===== src/rtl/sram_arbiter.sv =====
// Two-requester round-robin arbiter and strobe sequencer for the 256K x 16 async SRAM.
// Each access runs SETUP, WAIT_CYCLES of STROBE, then RECOVER with a one-cycle ack.
module sram_arbiter #(
  parameter int unsigned WAIT_CYCLES = 2
) (
  input  logic        iCLK,
  input  logic        iRST,
  input  logic        iREQ0,
  input  logic        iREQ1,
  input  logic        iWR0,
  input  logic        iWR1,
  input  logic [17:0] iADDR0,
  input  logic [17:0] iADDR1,
  input  logic [15:0] iDATA0,
  input  logic [15:0] iDATA1,
  input  logic [1:0]  iBE0,
  input  logic [1:0]  iBE1,
  output logic        oACK0,
  output logic        oACK1,
  output logic [15:0] oRDATA,
  output logic        oBUSY,
  output logic [17:0] oSRAM_ADDR,
  output logic [15:0] oSRAM_DATA,
  input  logic [15:0] iSRAM_DATA,
  output logic        oSRAM_WE_N,
  output logic        oSRAM_OE_N,
  output logic        oSRAM_CE_N,
  output logic        oSRAM_UB_N,
  output logic        oSRAM_LB_N
);

  localparam int unsigned AW = 18;
  localparam int unsigned DW = 16;
  localparam int unsigned CW = 4;
  localparam logic [CW-1:0] W_CNT = CW'(WAIT_CYCLES);

  typedef enum logic [1:0] {IDLE, SETUP, STROBE, RECOVER} state_t;

  state_t        state, state_d;
  logic [CW-1:0] cnt, cnt_d;
  logic          last, last_d;
  logic          grant, grant_d;
  logic          acc_wr, acc_wr_d;
  logic          pick;
  logic          we_n_d, oe_n_d, ce_n_d, ub_n_d, lb_n_d;
  logic          ack0_d, ack1_d;
  logic [AW-1:0] addr_d;
  logic [DW-1:0] data_d, rdata_d;

  // Lone requester wins; on a tie the one not granted last time wins.
  assign pick = (iREQ0 & iREQ1) ? ~last : iREQ1;

  always_comb begin
    state_d  = state;
    cnt_d    = cnt;
    last_d   = last;
    grant_d  = grant;
    acc_wr_d = acc_wr;
    we_n_d   = oSRAM_WE_N;
    oe_n_d   = oSRAM_OE_N;
    ce_n_d   = oSRAM_CE_N;
    ub_n_d   = oSRAM_UB_N;
    lb_n_d   = oSRAM_LB_N;
    addr_d   = oSRAM_ADDR;
    data_d   = oSRAM_DATA;
    rdata_d  = oRDATA;
    ack0_d   = 1'b0;
    ack1_d   = 1'b0;
    case (state)
      IDLE: begin
        if (iREQ0 | iREQ1) begin
          state_d  = SETUP;
          grant_d  = pick;
          last_d   = pick;
          acc_wr_d = pick ? iWR1 : iWR0;
          addr_d   = pick ? iADDR1 : iADDR0;
          data_d   = pick ? iDATA1 : iDATA0;
          ub_n_d   = ~(pick ? iBE1[1] : iBE0[1]);
          lb_n_d   = ~(pick ? iBE1[0] : iBE0[0]);
          ce_n_d   = 1'b0;
          we_n_d   = 1'b1;
          oe_n_d   = pick ? iWR1 : iWR0;
        end
      end
      SETUP: begin
        state_d = STROBE;
        cnt_d   = CW'(1);
        we_n_d  = ~acc_wr;
        oe_n_d  = acc_wr;
      end
      STROBE: begin
        if (cnt == W_CNT) begin
          state_d = RECOVER;
          cnt_d   = '0;
          we_n_d  = 1'b1;
          oe_n_d  = 1'b1;
          ack0_d  = ~grant;
          ack1_d  = grant;
          if (!acc_wr) rdata_d = iSRAM_DATA;
        end else begin
          cnt_d = cnt + CW'(1);
        end
      end
      RECOVER: begin
        state_d = IDLE;
        ce_n_d  = 1'b1;
        ub_n_d  = 1'b1;
        lb_n_d  = 1'b1;
      end
      default: state_d = IDLE;
    endcase
  end

  always_ff @(posedge iCLK) begin
    if (iRST) begin
      state      <= IDLE;
      cnt        <= '0;
      last       <= 1'b1;
      grant      <= 1'b0;
      acc_wr     <= 1'b0;
      oSRAM_WE_N <= 1'b1;
      oSRAM_OE_N <= 1'b1;
      oSRAM_CE_N <= 1'b1;
      oSRAM_UB_N <= 1'b1;
      oSRAM_LB_N <= 1'b1;
      oSRAM_ADDR <= '0;
      oSRAM_DATA <= '0;
      oRDATA     <= '0;
      oACK0      <= 1'b0;
      oACK1      <= 1'b0;
      oBUSY      <= 1'b0;
    end else begin
      state      <= state_d;
      cnt        <= cnt_d;
      last       <= last_d;
      grant      <= grant_d;
      acc_wr     <= acc_wr_d;
      oSRAM_WE_N <= we_n_d;
      oSRAM_OE_N <= oe_n_d;
      oSRAM_CE_N <= ce_n_d;
      oSRAM_UB_N <= ub_n_d;
      oSRAM_LB_N <= lb_n_d;
      oSRAM_ADDR <= addr_d;
      oSRAM_DATA <= data_d;
      oRDATA     <= rdata_d;
      oACK0      <= ack0_d;
      oACK1      <= ack1_d;
      oBUSY      <= (state_d != IDLE);
    end
  end

endmodule


===== config.mk =====
export PLATFORM = sky130hd
export DESIGN_NAME = sram_arbiter
export DESIGN_NICKNAME = d
export VERILOG_FILES = /design/src/rtl/sram_arbiter.sv
export SDC_FILE = /design/constraint.sdc
export NUM_CORES = 1
export LEC_CHECK = 0
export CORE_MARGIN = 5
export CORE_UTILIZATION = 36
export CTS_CLUSTER_DIAMETER = 150
export DETAILED_ROUTE_END_ITERATION = 10
export GPL_ROUTABILITY_DRIVEN = 0
export HOLD_SLACK_MARGIN = 0.15
export PLACE_DENSITY = 0.77
export SLEW_MARGIN = 20
export SYNTH_ARGS = -nofsm -noshare
export SYNTH_HDL_FRONTEND = slang
export SYNTH_SLANG_ARGS = --single-unit

===== constraint.sdc =====
create_clock -name iCLK -period 2 [get_ports iCLK]
set_input_delay 0.3 -clock iCLK [delete_from_list [all_inputs] [get_ports iCLK]]
set_output_delay 0.3 -clock iCLK [all_outputs]
set_load 0.01 [all_outputs]

==> impl_metrics.yaml, run 1 <==
sta:
  rsz0062_at_grt: "no"
  worst_pin_slew_ps: 517.0
  setup_viol_count_final: 0
  slew_headroom_pct: 65.53
  fin_crit_sh_pct: 89.64
  fmax_ghz: 0.5578
  final_hold_viol_count: 0
  min_period_ps: 1793
  drv_slew: 0
  finClkSkew_ps: 9.569
  tns_ps: 0
yosys:
  yosys-top-cells-area: "dfxtp_1 (46%), mux2i_1 (18%), a211oi_1 (9.9%)"
  synth_nets: 396
  yosys.area.top_type: "dfxtp_1"
  synth_top_area_share_pct: 46.49
  synth_edf_count: 0
  synth_commonest_cells: "dfxtp_1 (67), nor2_1 (61), mux2i_1 (53)"
  syn_inst: 296
  syn-cell-area_um2: 2885
  synth-xor-area-share_pct: 0
  synthSimpleGateAreaFrac_pct: 13.01
  synth_top_family_by_area: "multiplexers"
  ys_async_sr_fraction_pct: 0
  synth-compound-area-share_pct: 15.22
  syn_area_per_cell_um2: 9.748
  synth_adder_area_share_pct: 2.602
  yosys_register_bits: 67
  synth-warning-count: 0
  synth_mux_area_share_pct: 18.39
  ys.flop_type: "dfxtp_1"
  synth.distinct_cells: 35
  synth_most_common_cell: "dfxtp_1"
  yosysSeqAreaShare_pct: 46.49
job:
  cap_violations: 0
clock_network:
  cts_tree: "yes"
  cts_max_level: 3
  cts_sinks: 67
  hold_buffers: 0
  clockBufferDepth: 2
  clk_latency_ps: 330
  root_buffer: "clkbuf_8"
  cts.reportedPaths.clkPinSlew_ps: 70
  cts_made_buffers: 9
routing:
  via_per_inst: 4.828
  first_pass_iters: 4
  routedWlPerCell_um: 14.47
  ant_nets: 0
  initialDrtViolationCount: 54
  dr_total_vias: 2665
  routed_wl_um: 7987
  drc_errors: 0
worst_setup_path:
  end_kind: "flip-flop"
  cp-start-kind: "flip-flop"
  crit_fanout: 4
  arrival_ps: 2010
  crit_required_ps: 2220
  critPathKind: "reg -> reg"
hold_path:
  hold_path.class: "in -> reg"
floorplanning:
  core_um2: 7767
  start_util_pct: 37.15
  ios: 152
  die-area_um2: 9905
  die_h_um: 99.53
  num_rows: 32
  die_w_um: 99.53
placement:
  dpl-instance-area_um2: 4542
  dp.cells: 537
  port_buffers: 151
  dp_hpwl_um: 6130
pwr:
  p_leak_nw: 1.760
  ir_drop_mv: 0.6794
  p_per_area_nw_per_um2: 1125
finish:
  area_growth_pct: 64.31
  fin_area_um2: 4741
  final_cells: 552
  n_antenna_cell: 0
  nFillCells: 675
  fin_nets: 546
  drive_gt1_share_pct: 6.889
grt:
  grt_max_degree: 71
  grt_pass1_wl_um: 12610
  grt_pass1_vias: 2630
  overflow: 0
  grt_usage_pct: 15.71
  antenna_found_initial: 0
status:
  status: "complete, no violations"
-- metrics by stage --
| stage | setup WS (ps) | utilization (%) | power, mW | hold slack, ps |
|---|---|---|---|---|
| after floorplan | 152.5 | - | 3.150 | 425.5 |
| after global placement | 138.7 | 58.47 | 4.210 | 444.3 |
| after detailed placement | 75.49 | 58.47 | 4.266 | 448.2 |
| after CTS | 166.2 | 60.97 | 5.387 | 409.5 |
| after global routing | 82.30 | 61.03 | 5.705 | 426.7 |
| final | 207.3 | 61.03 | 5.334 | 424.8 |
-- sequential cells by signal, summed over array words and instances (netlist names) --
register    count
cnt             4
last            1
state           2
acc_wr          1
oSRAM_LB_N      1
oSRAM_DATA     16
oSRAM_UB_N      1
grant           1
oSRAM_CE_N      1
oSRAM_OE_N      1
oACK1           1
oSRAM_ADDR     18
oBUSY           1
oRDATA         16
oSRAM_WE_N      1
oACK0           1
-- cell type report --
cell class / instances / area (µm²) / area share [%]
Clock buffer: 13 / 158.9 / 3.352
Timing Repair Buffer: 160 / 1612 / 33.99
Tap cell: 102 / 127.6 / 2.692
Clock inverter: 2 / 35.03 / 0.7390
Multi-Input combinational cell: 202 / 1444 / 30.46
Sequential cell: 67 / 1341 / 28.29
Inverter: 6 / 22.52 / 0.4751
-- worst max-delay path, cell delays in order, from the launching register on --
cell	delay [ps]
dfxtp_1	320
inv_1	90
ha_1	180
or3b_1	390
a221oi_2	350
nor2b_1	100
a211o_1	270
-- final timing paths --
check	startpoint	endpoint	slack (ps)	cells after the start
worst min register to register	grant	oACK1	460	2
worst max register to register	cnt[0]	oSRAM_WE_N	210	6
worst max-delay path	cnt[0]	oSRAM_WE_N	210	6
worst min-delay path	iRST	grant	420	2
-- repair_timing --
| action | in CTS | in global routing |
|---|---|---|
| buffers inserted | 0 | 0 |
| gates resized for setup | 0 | 2 |
| endpoints found under the setup margin | 0 | 16 |
-- per-layer routing --
| layer | GRT usage, % | part of all wire [%] |
|---|---|---|
| met5 | 0 | 0 |
| met4 | 3.782 | 0.25 |
| met3 | 6.942 | 9.4 |
| met2 | 25.46 | 48 |
| met1 | 19.20 | 43 |
-- power by group --
| part | switching [mW] | internal (mW) | total, mW |
|---|---|---|---|
| clock | 0.462 | 0.636 | 1.10 |
| combinational | 1.14 | 1.20 | 2.34 |
| sequential | 0.196 | 1.70 | 1.89 |
-- cells in the final DEF (no fill, tap or decap), drive strengths merged, types with 2 or more instances in the layout --
cell type and instances:
ha 6, o32ai 2, nand2 4, inv 6
buf 10, a21oi 5, a211o 2, nand2b 3
clkdlybuf4s50 150, nor2 61, o21ai 5, clkbuf 13
a221oi 2, a211oi 38, dfxtp 67, mux2i 53
nor2b 3, nor4 5, a21boi 2
-- cell families after synthesis --
| logic type | after synthesis |
|---|---|
| AO/OA/AOI/OAI | 60 |
| multiplexers | 53 |
| AND/OR/NAND/NOR | 83 |
| buffers and inverters | 27 |
| flip-flops | 67 |
| adder cells (fa/ha/maj) | 6 |
(Power assumes the default switching activity.)
==> run 2, diff against run 1 <==
--- a/config.mk
+++ b/config.mk
@@ -6,12 +6,12 @@
 export NUM_CORES = 1
 export LEC_CHECK = 0
 export CORE_MARGIN = 5
-export CORE_UTILIZATION = 36
+export CORE_UTILIZATION = 42
 export CTS_CLUSTER_DIAMETER = 150
 export DETAILED_ROUTE_END_ITERATION = 10
 export GPL_ROUTABILITY_DRIVEN = 0
 export HOLD_SLACK_MARGIN = 0.15
-export PLACE_DENSITY = 0.77
+export PLACE_DENSITY = 0.85
 export SLEW_MARGIN = 20
 export SYNTH_ARGS = -nofsm -noshare
 export SYNTH_HDL_FRONTEND = slang
==> constraint.sdc (replaced) <==
create_clock -name iCLK -period 2.1 [get_ports iCLK]
set_input_delay 0.315 -clock iCLK [delete_from_list [all_inputs] [get_ports iCLK]]
set_output_delay 0.315 -clock iCLK [all_outputs]
set_load 0.01 [all_outputs]
==> impl_metrics.yaml, run 2 (synthesis gave the netlist of run 1 again) <==
status:
  status: "complete, no violations"
routing:
  dr_total_vias: 2686
  initialDrtViolationCount: 97
  via_per_inst: 5.087
  first_pass_iters: 4
  routedWlPerCell_um: 14.59
  routed_wl_um: 7702
  drc_errors: 0
  ant_nets: 0
worst_setup_path:
  arrival_ps: 2120
  crit_required_ps: 2320
  r2r_slack_ps: 190
  crit_chain: "inv_1, ha_1, or3b_1, a221oi_2, nor2b_1, a211o_1"
  cp-start-kind: "flip-flop"
  cpPeakStageDelay_ps: 470
  crit_fanout: 5
  worst_path_max_delay_cell: "or3b_1"
  end_kind: "flip-flop"
  critPathKind: "reg -> reg"
clock_network:
  clk_latency_ps: 330
  clockBufferDepth: 2
  post_cts_buffers: 0
  root_buffer: "clkbuf_8"
  post_cts_resized: 0
  cts.reportedPaths.clkPinSlew_ps: 70
  cts_max_level: 3
  cts_made_buffers: 9
  hold_buffers: 0
  cts_tree: "yes"
  cts_sinks: 67
sta:
  worst_pin_slew_ps: 518.4
  fmax_ghz: 0.5240
  final_hold_viol_count: 0
  min_period_ps: 1908
  finClkSkew_ps: 6.832
  drv_slew: 0
  fin_crit_sh_pct: 90.87
  tns_ps: 0
  rsz0062_at_grt: "no"
  setup_viol_count_final: 0
  slew_headroom_pct: 65.07
  whs_ps: 453.0
finish:
  drive_gt1_share_pct: 6.250
  nFillCells: 566
  reg_top3: "oSRAM_ADDR x18, oRDATA x16, oSRAM_DATA x16"
  area_growth_pct: 62.84
  n_antenna_cell: 0
  top_register: "oSRAM_ADDR"
  fin_nets: 543
  largest_register_ffs: 18
  final_cell_mix: "clkdlybuf4s50_1 (150), dfxtp_1 (67), nor2_1 (61)"
  final_common_cell: "clkdlybuf4s50_1"
grt:
  grt_pass1_vias: 2690
  grt_usage_pct: 17.45
  antenna_found_initial: 0
  grt_max_degree: 45
  overflow: 0
  grt_pass1_wl_um: 12170
floorplanning:
  die-area_um2: 8628
  num_rows: 30
  die_h_um: 92.89
  start_util_pct: 42.70
  ios: 152
  die_w_um: 92.89
  core_um2: 6756
pwr:
  ir_drop_mv: 0.5808
  p_sw_share_pct: 34.27
  pwr-share-clk_pct: 20.5
  p_sw_mw: 1.737
  comb_power_share_pct: 43.7
  seqPwrFrac_pct: 35.8
  p_per_area_nw_per_um2: 1079
  p_leak_nw: 1.753
  p_int_mw: 3.332
job:
  cap_violations: 0
placement:
  port_buffers: 151
  dp_hpwl_um: 6012
hold_path:
  hold_path.class: "reg -> reg"
==> run 2: path summary, 6_finish.rpt <==
kind | start | end | cells after the start
setup / recovery | cnt[0] | oSRAM_WE_N | 6
hold / removal | grant | oACK0 | 1
setup reg to reg | cnt[0] | oSRAM_WE_N | 6
hold reg to reg | grant | oACK0 | 1
==> run 2: cell type report <==
type	count	area, µm²	share of cell area [%]
multi-input combinational	202	1439	30.63
tap	80	100.1	2.130
timing repair buffer	157	1602	34.09
inverter	6	22.52	0.4794
clock buffer	11	141.4	3.009
clock inverter	5	52.55	1.119
sequential	67	1341	28.55
==> run 2: through the flow <==
stage	util [%]	worst slack [ps]	cell area (µm²)	total power [mW]	instances
3_3_place_gp	66.67	176.8	4504	4.001	512
6_report	69.54	191.8	4698	5.068	528
2_1_floorplan	-	252.5	2885	3.000	296
3_5_place_dp	66.67	145.8	4504	4.075	512
5_1_grt	69.54	82.19	4698	5.399	528
4_1_cts	69.54	206.7	4698	5.127	528
==> run 2: per-layer routing <==
layer / share of wire, % / track usage (%) / up-vias
li1: - / - / 1356
met1: 40 / 18.63 / 1208
met2: 49 / 31.85 / 108
met3: 9.0 / 5.605 / 14
met4: 1.9 / 6.349 / 0
met5: 0 / 0 / -
==> run 2: critical path, delay by kind of cell (launching register included) <==
family,cells,cell delay [ps]
fa+ha+maj,1,190
compound gates,2,630
simple gates,2,560
buf+inv,1,90
flops,1,330
==> run 2: power groups by stage <==
stage               Combinational (mW)  Sequential [mW]  Clock, mW
floorplan                         1.05             1.96          0
global placement                  2.18             1.83          0
detailed placement                2.24             1.84          0
CTS                               2.25             1.82       1.07
global route                      2.42             1.86       1.12
finish                            2.21             1.81       1.04
